--- src/rtl/cacheline_adapter_if.sv ---
// Arbiter-side line handshake and memory-side burst bus of the cacheline adapter.
// The adapter connects through the slave modport; the environment drives the master side.
interface cacheline_adapter_if #(
  parameter int unsigned LINE_WIDTH  = 256,
  parameter int unsigned BURST_WIDTH = 64,
  parameter int unsigned ADDR_WIDTH  = 32
);
  logic                   read_i;
  logic                   write_i;
  logic [ADDR_WIDTH-1:0]  address_i;
  logic [LINE_WIDTH-1:0]  line_i;
  logic [LINE_WIDTH-1:0]  line_o;
  logic                   resp_o;
  logic                   read_o;
  logic                   write_o;
  logic [ADDR_WIDTH-1:0]  address_o;
  logic [BURST_WIDTH-1:0] burst_o;
  logic [BURST_WIDTH-1:0] burst_i;
  logic                   resp_i;

  modport slave (
    input  read_i, write_i, address_i, line_i, burst_i, resp_i,
    output line_o, resp_o, read_o, write_o, address_o, burst_o
  );

  modport master (
    output read_i, write_i, address_i, line_i, burst_i, resp_i,
    input  line_o, resp_o, read_o, write_o, address_o, burst_o
  );
endinterface

--- src/rtl/cacheline_adapter.sv ---
// Converts one line-wide read/write request into a BEATS-long burst on the memory bus,
// assembling read beats into line_o and slicing the latched write line onto burst_o.
module cacheline_adapter #(
  parameter int unsigned LINE_WIDTH  = 256,
  parameter int unsigned BURST_WIDTH = 64,
  parameter int unsigned ADDR_WIDTH  = 32
) (
  input logic                clk,
  input logic                rst,
  cacheline_adapter_if.slave bus
);
  localparam int unsigned BEATS = LINE_WIDTH / BURST_WIDTH;
  localparam int unsigned CNT_W = (BEATS > 1) ? $clog2(BEATS) : 1;
  localparam logic [ADDR_WIDTH-1:0] OFF_MASK = ADDR_WIDTH'(LINE_WIDTH / 8 - 1);
  localparam logic [CNT_W-1:0] LAST = CNT_W'(BEATS - 1);

  typedef enum logic [1:0] {IDLE, READ, WRITE, DONE} state_t;

  state_t                state;
  logic [CNT_W-1:0]      cnt;
  logic [LINE_WIDTH-1:0] wline;

  always_ff @(posedge clk) begin
    if (rst) begin
      state         <= IDLE;
      cnt           <= '0;
      wline         <= '0;
      bus.read_o    <= 1'b0;
      bus.write_o   <= 1'b0;
      bus.resp_o    <= 1'b0;
      bus.address_o <= '0;
      bus.line_o    <= '0;
    end else begin
      bus.resp_o <= 1'b0;
      case (state)
        IDLE: begin
          if (bus.write_i || bus.read_i) begin
            cnt           <= '0;
            bus.address_o <= bus.address_i & ~OFF_MASK;
          end
          if (bus.write_i) begin
            state       <= WRITE;
            wline       <= bus.line_i;
            bus.write_o <= 1'b1;
          end else if (bus.read_i) begin
            state      <= READ;
            bus.read_o <= 1'b1;
          end
        end
        READ, WRITE: begin
          if (bus.resp_i) begin
            if (state == READ)
              bus.line_o[int'(cnt)*BURST_WIDTH +: BURST_WIDTH] <= bus.burst_i;
            cnt <= cnt + 1'b1;
            // Request drops and resp_o rises together so both take effect in DONE.
            if (cnt == LAST) begin
              state       <= DONE;
              bus.read_o  <= 1'b0;
              bus.write_o <= 1'b0;
              bus.resp_o  <= 1'b1;
            end
          end
        end
        default: state <= IDLE;
      endcase
    end
  end

  always_comb begin
    bus.burst_o = '0;
    if (state == WRITE)
      bus.burst_o = wline[int'(cnt)*BURST_WIDTH +: BURST_WIDTH];
  end
endmodule
--- src/flat_wrapper.sv ---
// flat-port wrapper written by rule: the top's interface ports become plain ports
module cacheline_adapter_flat 
#(
  parameter int unsigned LINE_WIDTH  = 256,
  parameter int unsigned BURST_WIDTH = 64,
  parameter int unsigned ADDR_WIDTH  = 32
)
  (clk, rst, bus_read_i, bus_write_i, bus_address_i, bus_line_i, bus_burst_i, bus_resp_i, bus_line_o, bus_resp_o, bus_read_o, bus_write_o, bus_address_o, bus_burst_o);
  cacheline_adapter_if #(.LINE_WIDTH(LINE_WIDTH), .BURST_WIDTH(BURST_WIDTH), .ADDR_WIDTH(ADDR_WIDTH)) bus_i ();
  input logic clk;
  input logic rst;
  input wire logic [$bits(bus_i.read_i)-1:0] bus_read_i;
  input wire logic [$bits(bus_i.write_i)-1:0] bus_write_i;
  input wire logic [$bits(bus_i.address_i)-1:0] bus_address_i;
  input wire logic [$bits(bus_i.line_i)-1:0] bus_line_i;
  input wire logic [$bits(bus_i.burst_i)-1:0] bus_burst_i;
  input wire logic [$bits(bus_i.resp_i)-1:0] bus_resp_i;
  output wire logic [$bits(bus_i.line_o)-1:0] bus_line_o;
  output wire logic [$bits(bus_i.resp_o)-1:0] bus_resp_o;
  output wire logic [$bits(bus_i.read_o)-1:0] bus_read_o;
  output wire logic [$bits(bus_i.write_o)-1:0] bus_write_o;
  output wire logic [$bits(bus_i.address_o)-1:0] bus_address_o;
  output wire logic [$bits(bus_i.burst_o)-1:0] bus_burst_o;
  assign bus_i.read_i = bus_read_i;
  assign bus_i.write_i = bus_write_i;
  assign bus_i.address_i = bus_address_i;
  assign bus_i.line_i = bus_line_i;
  assign bus_i.burst_i = bus_burst_i;
  assign bus_i.resp_i = bus_resp_i;
  assign bus_line_o = bus_i.line_o;
  assign bus_resp_o = bus_i.resp_o;
  assign bus_read_o = bus_i.read_o;
  assign bus_write_o = bus_i.write_o;
  assign bus_address_o = bus_i.address_o;
  assign bus_burst_o = bus_i.burst_o;
  cacheline_adapter #(.LINE_WIDTH(LINE_WIDTH), .BURST_WIDTH(BURST_WIDTH), .ADDR_WIDTH(ADDR_WIDTH)) u_core (.clk(clk), .rst(rst), .bus(bus_i));
endmodule
--- config.mk ---
export PLATFORM = sky130hd
export DESIGN_NAME = cacheline_adapter_flat
export DESIGN_NICKNAME = d
export VERILOG_FILES = /design/src/rtl/cacheline_adapter_if.sv /design/src/rtl/cacheline_adapter.sv /design/src/flat_wrapper.sv
export SDC_FILE = /design/constraint.sdc
export NUM_CORES = 1
export LEC_CHECK = 0
export ABC_AREA = 1
export CORE_AREA = 2 2 275 277
export DETAILED_ROUTE_END_ITERATION = 10
export DIE_AREA = 0 0 277 279
export PLACE_DENSITY = 0.57
export SYNTH_ARGS = -nofsm -noshare
export SYNTH_HDL_FRONTEND = slang
export SYNTH_SLANG_ARGS = --single-unit
export TNS_END_PERCENT = 50
--- constraint.sdc ---
create_clock -name clk -period 5.7 [get_ports clk]
set_input_delay 1.14 -clock clk [delete_from_list [all_inputs] [get_ports clk]]
set_output_delay 1.14 -clock clk [all_outputs]
set_load 0.1 [all_outputs]
==> impl_metrics.env <==
export IMPL_status="complete, no violations"
export IMPL_synthFlopType="dfxtp_1"
export IMPL_post_cts_buffers=0
export IMPL_drive_above_1_share_pct=3.98
export IMPL_htreeDepth=3
export IMPL_wl_per_cell_um=19.4
export IMPL_syn2layout_area_growth_pct=41.5
export IMPL_synth_cells=3315
export IMPL_ir_drop_v=0.000280
export IMPL_crit_path_start_kind="flop"
export IMPL_clkTransAtPathRegs_ns=0.06
export IMPL_crit_required_ns=4.56
export IMPL_rsz0062_at_grt="no"
export IMPL_crit_path_max_fanout=149
export IMPL_die_w_um=277
export IMPL_cts_resized=0
export IMPL_placed_cells=4751
export IMPL_clock_fmax_mhz=213
export IMPL_dr_pass1_iters=5
export IMPL_grt_max_degree=191
export IMPL_min_from="u_core.bus.line_o[123]"
export IMPL_grtUsageTotal_pct=23.6
export IMPL_tritoncts="done"
export IMPL_crit_type="flop to output port"
export IMPL_drtIter0Drc=1583
export IMPL_vias=23500
export IMPL_ctsHoldBuffers=0
export IMPL_slew_violations=0
export IMPL_cts_path_max_buffers=3
export IMPL_worst_ep_arrival_time_ns=3.56
export IMPL_yosysWarnings=0
export IMPL_post_dp_cell_area_um2=30300
export IMPL_grt_pass1_wl_um=141000
export IMPL_hp_class="flop to flop"
export IMPL_drc_errors=0
export IMPL_synth_edf_count=0
export IMPL_numCtsBuffers=66
export IMPL_power_density_nw_per_um2=458
export IMPL_dieArea_um2=77300
export IMPL_tns_ns=0
export IMPL_layout_cells_non_filler=4875
export IMPL_relSlewSlack_pct=24.6
export IMPL_tightest_slew_ns=1.13
export IMPL_ant_nets=0
export IMPL_finalHoldViolations=0
export IMPL_vias_per_cell=4.82
export IMPL_finalCritPeriodShare_pct=82.5
export IMPL_critPathCaptureType="output port"
export IMPL_mostFrequentLayoutCells="nor2_1 (1124), clkdlybuf4s50_1 (699), o21ai_0 (589)"
export IMPL_placementRows=100
export IMPL_place_hpwl_um=61600
export IMPL_r2r_start="u_core.cnt[1]"
export IMPL_root_buffer="clkbuf_16"
export IMPL_synthDistinctLibCells=23
export IMPL_cts_num_sinks=546
export IMPL_yosysSeqAreaShare_pct=47.8
export IMPL_yosys_register_bits=546
export IMPL_cp_startpoint="u_core.cnt[0]"
export IMPL_stdcell_area_um2=32400
export IMPL_gp_congestion=0.854
export IMPL_setup_viol=0
export IMPL_antenna_found_initial=18
export IMPL_grt_overflow_total=0
export IMPL_power_uw=14800
export IMPL_start_util_pct=30.9
export IMPL_p_leak_uw=0.0118
export IMPL_mostFrequentLayoutCell="nor2_1"
export IMPL_insertion_delay_ns=0.60
export IMPL_drt_wl_total_um=94400
export IMPL_grt_pass1_vias=22200
export IMPL_core_um2=74100
export IMPL_async_reset_ff_share_pct=0
export IMPL_post_route_util_pct=43.7
export IMPL_drv_cap=0
export IMPL_postSynthAreaPerCell_um2=6.90
export IMPL_fin_nets=4218
export IMPL_finClkSkew_ns=0.0205
export IMPL_syn_cell_area_um2=22900
export IMPL_fp_dieH_um=279
export IMPL_min_period_ns=4.70
export IMPL_numPortBuffers=701
export IMPL_io_pins=712
==> final timing paths <==
path / end / slack (ns) / depth (start not counted)
min: u_core.bus.line_o[123] / 0.46 / 2
max: bus_burst_o[27] / 1.0 / 6
min reg2reg: u_core.bus.line_o[123] / 0.46 / 2
max reg2reg: u_core.bus.line_o[146] / 2.29 / 8
==> routing by layer <==
layer / vias to the layer above / track usage, % / part of all wire [%]
met1: 10900 / 29.2 / 42
li1: 11800 / - / -
met5: - / 0 / 0.040
met4: 6 / 9.57 / 3.1
met3: 145 / 5.70 / 6.8
met2: 704 / 39.4 / 48
==> cell families after synthesis <==
family          count (synthesis)  share of synthesized area (%)
compound gates                853                           18.7
fa+ha+maj                      11                          0.602
buf+inv                       323                           6.30
flops                         546                           47.8
other cells                     1                         0.0164
simple gates                 1581                           26.6
==> flip-flops by register name (all words and copies together) (netlist names) <==
signal and cells:
u_core.cnt 2, u_core.bus.line_o 256, u_core.bus.read_o 1, u_core.bus.write_o 1, u_core.wline 256, u_core.bus.address_o 27, u_core.state 2, u_core.bus.resp_o 1
==> final cells by class <==
cell class | instances | area, um2
timing repair buffer | 741 | 7400
clock inverter | 11 | 134
antenna | 14 | 35.0
tap | 969 | 1210
multi-input combinational | 2450 | 10500
inverter | 45 | 186
sequential | 546 | 10900
clock buffer | 99 | 1930
fill | 7783 | 41700
==> per-stage QoR <==
step	hold slack, ns	setup slack (ns)
2_1_floorplan	0.449	1.97
6_report	0.460	0.998
3_3_place_gp	0.448	1.62
4_1_cts	0.461	0.962
3_5_place_dp	0.451	1.63
5_1_grt	0.475	0.810
==> synthesized netlist by cell type, types with 2 or more instances <==
library cell  number  area, um2
nand2_1          362       1360
dfxtp_1          546      10900
buf_2             68        340
buf_1             14       52.6
a21oi_1          263       1320
buf_8              6       90.1
inv_1             36        135
clkbuf_1         177        664
nor3_1            62        310
nand3_1           27        135
nor2_4             2       22.5
o21ai_0          589       2950
inv_2              6       22.5
clkinv_1           3       11.3
buf_4              6       45.0
ha_1              11        138
buf_6              7       78.8
nor2_1          1125       4220
==> worst max-delay path, cell delays in order (launching register included) <==
cell	delay [ns]
dfxtp_4	0.37
buf_12	0.47
nor2_1	0.11
nor2_1	0.10
o21ai_0	0.09
a21oi_1	0.35
clkdlybuf4s50_1	1.23
==> power by group <==
part           switching, uW  internal, uW
Clock                   1710          2390
Sequential               307          4440
Combinational           4480          1490
Total                   6500          8320
(Power assumes the default switching activity.)
